### src/rtl/ff_bank_arbiter.sv
// Arbitrates NREQ requesters onto one bank of FF cells, driving D/E/S/R from flops only.
// Define FF_BANK_ARB_RR_EN for round-robin arbitration; otherwise fixed priority (lowest index wins).
module ff_bank_arbiter #(
   parameter int WIDTH = 8,
   parameter int NREQ  = 4
) (
   input  logic                  clk,
   input  logic                  rst_n,
   input  logic [NREQ-1:0]       req_valid,
   input  logic [2*NREQ-1:0]     req_op,
   input  logic [WIDTH*NREQ-1:0] req_data,
   output logic [NREQ-1:0]       req_ready,
   output logic [NREQ-1:0]       done,
   output logic [WIDTH-1:0]      rd_data,
   output logic                  busy,
   output logic [WIDTH-1:0]      ff_D,
   output logic                  ff_E,
   output logic                  ff_S,
   output logic                  ff_R,
   input  logic [WIDTH-1:0]      bank_q
);

   localparam int          GW = $clog2(NREQ);
   localparam int unsigned NR = NREQ;

   typedef enum logic [1:0] {INIT, IDLE, ISSUE, SETTLE} state_t;
   typedef enum logic [1:0] {OP_LOAD = 2'b00, OP_SET = 2'b01, OP_CLEAR = 2'b10, OP_READ = 2'b11} op_t;

   state_t           state, state_nxt;
   logic [GW-1:0]    gnt_q, gnt_q_n;
   logic             any_req;
   logic [GW-1:0]    gnt_idx;
   op_t              gnt_op;
   logic [WIDTH-1:0] gnt_data;

   logic [NREQ-1:0]  ready_n, done_n;
   logic [WIDTH-1:0] rd_n, ff_D_n;
   logic             busy_n, ff_E_n, ff_S_n, ff_R_n;

`ifdef FF_BANK_ARB_RR_EN
   logic [GW-1:0] ptr, ptr_n;

   function automatic int unsigned rr_slot(input int unsigned base, input int unsigned k);
      int unsigned s;
      s = base + k;
      return (s >= NR) ? s - NR : s;
   endfunction

   // Search order starts at ptr and wraps; the first valid requester in that order wins.
   always_comb begin
      any_req  = 1'b0;
      gnt_idx  = '0;
      gnt_op   = OP_READ;
      gnt_data = '0;
      for (int unsigned k = 0; k < NR; k++) begin
         for (int unsigned i = 0; i < NR; i++) begin
            if (!any_req && req_valid[i] && (i == rr_slot(int unsigned'(ptr), k))) begin
               any_req  = 1'b1;
               gnt_idx  = GW'(i);
               gnt_op   = op_t'(req_op[2*i +: 2]);
               gnt_data = req_data[WIDTH*i +: WIDTH];
            end
         end
      end
   end
`else
   always_comb begin
      any_req  = 1'b0;
      gnt_idx  = '0;
      gnt_op   = OP_READ;
      gnt_data = '0;
      for (int unsigned i = 0; i < NR; i++) begin
         if (!any_req && req_valid[i]) begin
            any_req  = 1'b1;
            gnt_idx  = GW'(i);
            gnt_op   = op_t'(req_op[2*i +: 2]);
            gnt_data = req_data[WIDTH*i +: WIDTH];
         end
      end
   end
`endif

   // State and every output are flops; the comb processes below only compute next values.
   always_ff @(posedge clk) begin
      if (!rst_n) begin
         state     <= INIT;
         gnt_q     <= '0;
         req_ready <= '0;
         done      <= '0;
         rd_data   <= '0;
         busy      <= 1'b1;
         ff_D      <= '0;
         ff_E      <= 1'b0;
         ff_S      <= 1'b0;
         ff_R      <= 1'b1;
`ifdef FF_BANK_ARB_RR_EN
         ptr       <= '0;
`endif
      end else begin
         state     <= state_nxt;
         gnt_q     <= gnt_q_n;
         req_ready <= ready_n;
         done      <= done_n;
         rd_data   <= rd_n;
         busy      <= busy_n;
         ff_D      <= ff_D_n;
         ff_E      <= ff_E_n;
         ff_S      <= ff_S_n;
         ff_R      <= ff_R_n;
`ifdef FF_BANK_ARB_RR_EN
         ptr       <= ptr_n;
`endif
      end
   end

   always_comb begin
      state_nxt = state;
      case (state)
         INIT:    state_nxt = IDLE;
         IDLE:    if (any_req) state_nxt = ISSUE;
         ISSUE:   state_nxt = SETTLE;
         SETTLE:  state_nxt = IDLE;
         default: state_nxt = INIT;
      endcase
   end

   // Controls default low each cycle, so E/S/R pulse for exactly the ISSUE cycle.
   always_comb begin
      gnt_q_n = gnt_q;
      ready_n = '0;
      done_n  = '0;
      rd_n    = rd_data;
      ff_D_n  = ff_D;
      ff_E_n  = 1'b0;
      ff_S_n  = 1'b0;
      ff_R_n  = 1'b0;
      busy_n  = (state_nxt != IDLE);
`ifdef FF_BANK_ARB_RR_EN
      ptr_n   = ptr;
`endif
      case (state)
         IDLE: begin
            if (any_req) begin
               gnt_q_n = gnt_idx;
               ready_n = NREQ'(1) << gnt_idx;
`ifdef FF_BANK_ARB_RR_EN
               ptr_n   = GW'(rr_slot(int unsigned'(gnt_idx), 1));
`endif
               case (gnt_op)
                  OP_LOAD: begin
                     ff_D_n = gnt_data;
                     ff_E_n = 1'b1;
                  end
                  OP_SET:   ff_S_n = 1'b1;
                  OP_CLEAR: ff_R_n = 1'b1;
                  default:  ;
               endcase
            end
         end
         SETTLE: begin
            rd_n   = bank_q;
            done_n = NREQ'(1) << gnt_q;
         end
         default: ;
      endcase
   end

endmodule

### config.mk
export PLATFORM = sky130hd
export DESIGN_NAME = ff_bank_arbiter
export DESIGN_NICKNAME = d
export VERILOG_FILES = /design/src/rtl/ff_bank_arbiter.sv
export SDC_FILE = /design/constraint.sdc
export NUM_CORES = 1
export LEC_CHECK = 0
export BUFFER_PORTS_ARGS = -buffer_cell sky130_fd_sc_hd__buf_2
export CAP_MARGIN = 20
export CORE_MARGIN = 2
export CORE_UTILIZATION = 40
export DETAILED_ROUTE_END_ITERATION = 8
export PLACE_DENSITY = 0.85
export SLEW_MARGIN = 40
export SYNTH_ARGS = -nofsm -noshare
export SYNTH_HDL_FRONTEND = slang
export SYNTH_SLANG_ARGS = --single-unit
### constraint.sdc
create_clock -name clk -period 1.3 [get_ports clk]
set_input_delay 0.26 -clock clk [delete_from_list [all_inputs] [get_ports clk]]
set_output_delay 0.26 -clock clk [all_outputs]
set_load 0.02 [all_outputs]
==> impl_results.md <==
- Worst VDD drop: 0.0004375 V
- Drt wl/cell: approximately 12 um
- Post-Layout Cell Count: between 300 and 400
- Fin crit period: 1.208 ns
- Clock power share: between 30% and 40%
- Row cnt: 22
- Post-Syn Nets: 228
- Hold_buf cts: 0
- IO Port Bufs: 81
- Yosys warns: 0
- Core box area: 3661 sq um
- GRT Resource Usage Total: 18.64%
- Starting DRT DRC Count: 34
- Area share of the largest cell type after synthesis: 42.14%
- Antenna viol nets, final: 0
- # IOs: between 80 and 90
- Worst-margin pin slew: between 0.3 and 0.4 ns
- Share of cells above drive strength 1: a little under half
- Global-route wire length before repair: 6154 um
- Largest cells by area after synthesis: dfxtp_1, nand2_1, nor2b_1
- DR pass1 iterations: 4
- Outcome: completed
- FF-to-FF End: gnt_q[0]$_SDFFE_PN0P_
- H-tree Lvls: 2
- Setup-failing EPs final: 0
- Sequential share of power: around 46%
- Tcrit/Tclk final: roughly 93%
- Clk_lat worst skew: 0.28 ns
- GRT overflow: 0
- DRC: 0
- Cell mode on critical path: buf_4
- Die Footprint: 4310 sq um
- CP startpoint: state[1]$_SDFF_PN0_
- Nets: 324
- WP buf/inv: 2
- CTS tree: built
- Total power: 2.288 mW
- Layout Area Growth over Synthesis: 45.35%
- Synth Register Bits: 32
- EDFF count, synth: 0
- Post-synth top cells: nand2_1, dfxtp_1, nor2b_1
- Detailed Route WL: 3694 um
- Internal power: 1.673 mW
- CP Depth: 6
- Worst reg-to-reg setup slack: 0.09 ns
- Clock skew: roughly 0.0035 ns
- Critical path class: register to register
- Worst hold path type: input pin to register
- CP arrival: 1.39 ns
- Leak: just over 1 nW
- Worst-path cell chain: nand2b_1 > a21oi_2 > buf_4 > buf_4 > nand3_1 > o211a_1
- Initial antenna violation count: 0
- RSZ-0062 raised after global routing: false
- Max Freq: 0.8278 GHz
- Setup TNS: 0 ns
- Final Hold Fails: 0
- Vias in the first global route: around 1400
- Clk sinks: 32
- Slew HR: a little under 80%
- Cell with the most instances after synthesis: nand2_1
- Register area share after synthesis: approximately 42%
- Via-per-instance ratio: 4.843
- Crit path capture type: register
- Yosys top cell by area: dfxtp_1
- Max cap viols: 0
- Syn avg cell area: between 8 and 9 sq um
- Initial Utilization: 41.52%
- Final Slew Violations: 0
- Max clock buf depth: 2
- Vias post-DR: 1545
- Cell family with most CP delay: flip-flops
- Async SR Flop Fraction: 0%
- Critical R2R Launch: state[1]$_SDFF_PN0_
- Synth Flop Type: dfxtp_1
- Placed cells: 309
- Clk slew on worst S/H paths: ~0.060 ns
- Post-synthesis cell area: between 1500 and 2000 sq um
- Max incr delay on CP: 0.31 ns
- Routability cong.: 0.7760
- Hold path depth: 3
- Critical Path Sink: gnt_q[0]$_SDFFE_PN0P_
- Die Wd: 65.65 um
- Pwr dens: ~1000 nW/um^2
- Startpoint types: register
- Crit-path max FO: 5
- Die Y: 65.65 um
- Cells after Synth: roughly 170
- CP max-delay cell: dfxtp_1
- Netlist cell types: 33
- Net Sw Frac: approximately 27%
- Worst Reg-to-Reg Cells: 6
- Largest net degree at the start of global routing: 22
- # diodes: 0
- TritonCTS Buffers: 5
- HPWL Detailed: 2894 um
- Combinational Power Share: between 20% and 30%
- Sw Pwr: between 600 and 700 uW
- Clock Tree Root: clkbuf_8
- Required @ worst endpoint: 1.48 ns
## how the worst min path moves through the flow
stage	slack, ns	from	end
global placement	0.45	rd_data[0]$_SDFFE_PN0N_	rd_data[0]$_SDFFE_PN0N_
global route	0.22	bank_q[0]	rd_data[0]$_SDFFE_PN0N_
floorplan	0.37	req_valid[2]	req_ready[2]$_SDFF_PN0_
CTS	0.22	bank_q[6]	rd_data[6]$_SDFFE_PN0N_
detailed placement	0.45	rd_data[0]$_SDFFE_PN0N_	rd_data[0]$_SDFFE_PN0N_
finish	0.22	bank_q[6]	rd_data[6]$_SDFFE_PN0N_
## area by class of cell
cell class / count / area [sq um]
sequential: 32 / 640.6
clock buffer: 6 / 82.58
inverter: 1 / 3.754
timing repair buffer: 100 / 576.8
tap: 48 / 60.06
multi-input combinational: 130 / 835.8
clock inverter: 2 / 10.01
fill: 332 / 1451
## layout by cell type, fill, tap and decap left out, types with 2 or more instances in the layout
cell / synthesis / final
a221oi_1: 8 / 8
nand4_1: 8 / 8
buf_12: 1 / 2
dfxtp_1: 32 / 32
nand2b_1: 3 / 3
a21boi_0: 8 / 8
o31ai_4: 2 / 2
nor2b_1: 14 / 13
a21oi_1: 2 / 2
clkinv_2: 0 / 2
o21ai_0: 8 / 8
nor3b_2: 1 / 2
clkbuf_8: 0 / 6
buf_4: 0 / 16
nor2_1: 8 / 8
buf_2: 3 / 81
nand3_1: 3 / 3
nand2_1: 42 / 42
o21ai_2: 8 / 8
nor3_1: 2 / 2
## state kept, by name (all words and copies together), names as in the netlist, 2 cells and up
name	flops
done	4
rd_data	8
req_ready	4
state	2
ff_D	8
gnt_q	2
## per-stage QoR
stage / setup WS (ns) / instance area [sq um] / utilization, % / hold WS (ns)
detailed placement: -0.2300 / 2078 / 56.77 / 0.4548
finish: 0.09191 / 2210 / 60.36 / 0.2213
global placement: -0.1745 / 2078 / 56.77 / 0.4462
floorplan: -0.08935 / 1534 / - / 0.3738
CTS: 0.05209 / 2178 / 59.50 / 0.2154
global route: 0.01907 / 2210 / 60.36 / 0.2213
## cells by family (layout without fill, tap and decap cells)
kind of cell	Yosys count	in the layout	synth area share, %
and+or+nand+nor	88	88	29.71
AOI/OAI and AO/OA	42	42	23.87
DFF	32	32	42.14
buffers and inverters	12	109	4.279
## worst min-delay path: cells and delay by family
family,cells,cell delay [ns]
buffers and inverters,1,0.09
AO/OA/AOI/OAI,1,0.06
AND/OR/NAND/NOR,1,0.04
## metal layers
| metal | GRT usage [%] | routed length [um] | part of all wire (%) | up-vias |
|---|---|---|---|---|
| met5 | 0 | 0 | 0 | - |
| met4 | 7.031 | 40 | 1.1 | 0 |
| met3 | 5.479 | 292 | 7.9 | 4 |
| met2 | 31.44 | 1728 | 47 | 66 |
| met1 | 22.18 | 1633 | 44 | 679 |
| li1 | - | - | - | 796 |
## power groups by stage
stage | sequential [mW] | combinational (mW) | clock, mW
after CTS | 1.05 | 0.448 | 0.800
after detailed placement | 1.07 | 0.441 | 0
final | 1.04 | 0.464 | 0.779
after global placement | 1.06 | 0.434 | 0
after floorplan | 1.10 | 0.204 | 0
after global routing | 1.05 | 0.510 | 0.844
## repair_timing
action / in CTS / in global routing
resized for setup: 0 / 3
buffers inserted: 1 / 1
endpoints found under the setup margin: 8 / 8
gates cloned: 0 / 0
pin swaps: 0 / 0
No activity file was read; power rests on OpenSTA's default activity.
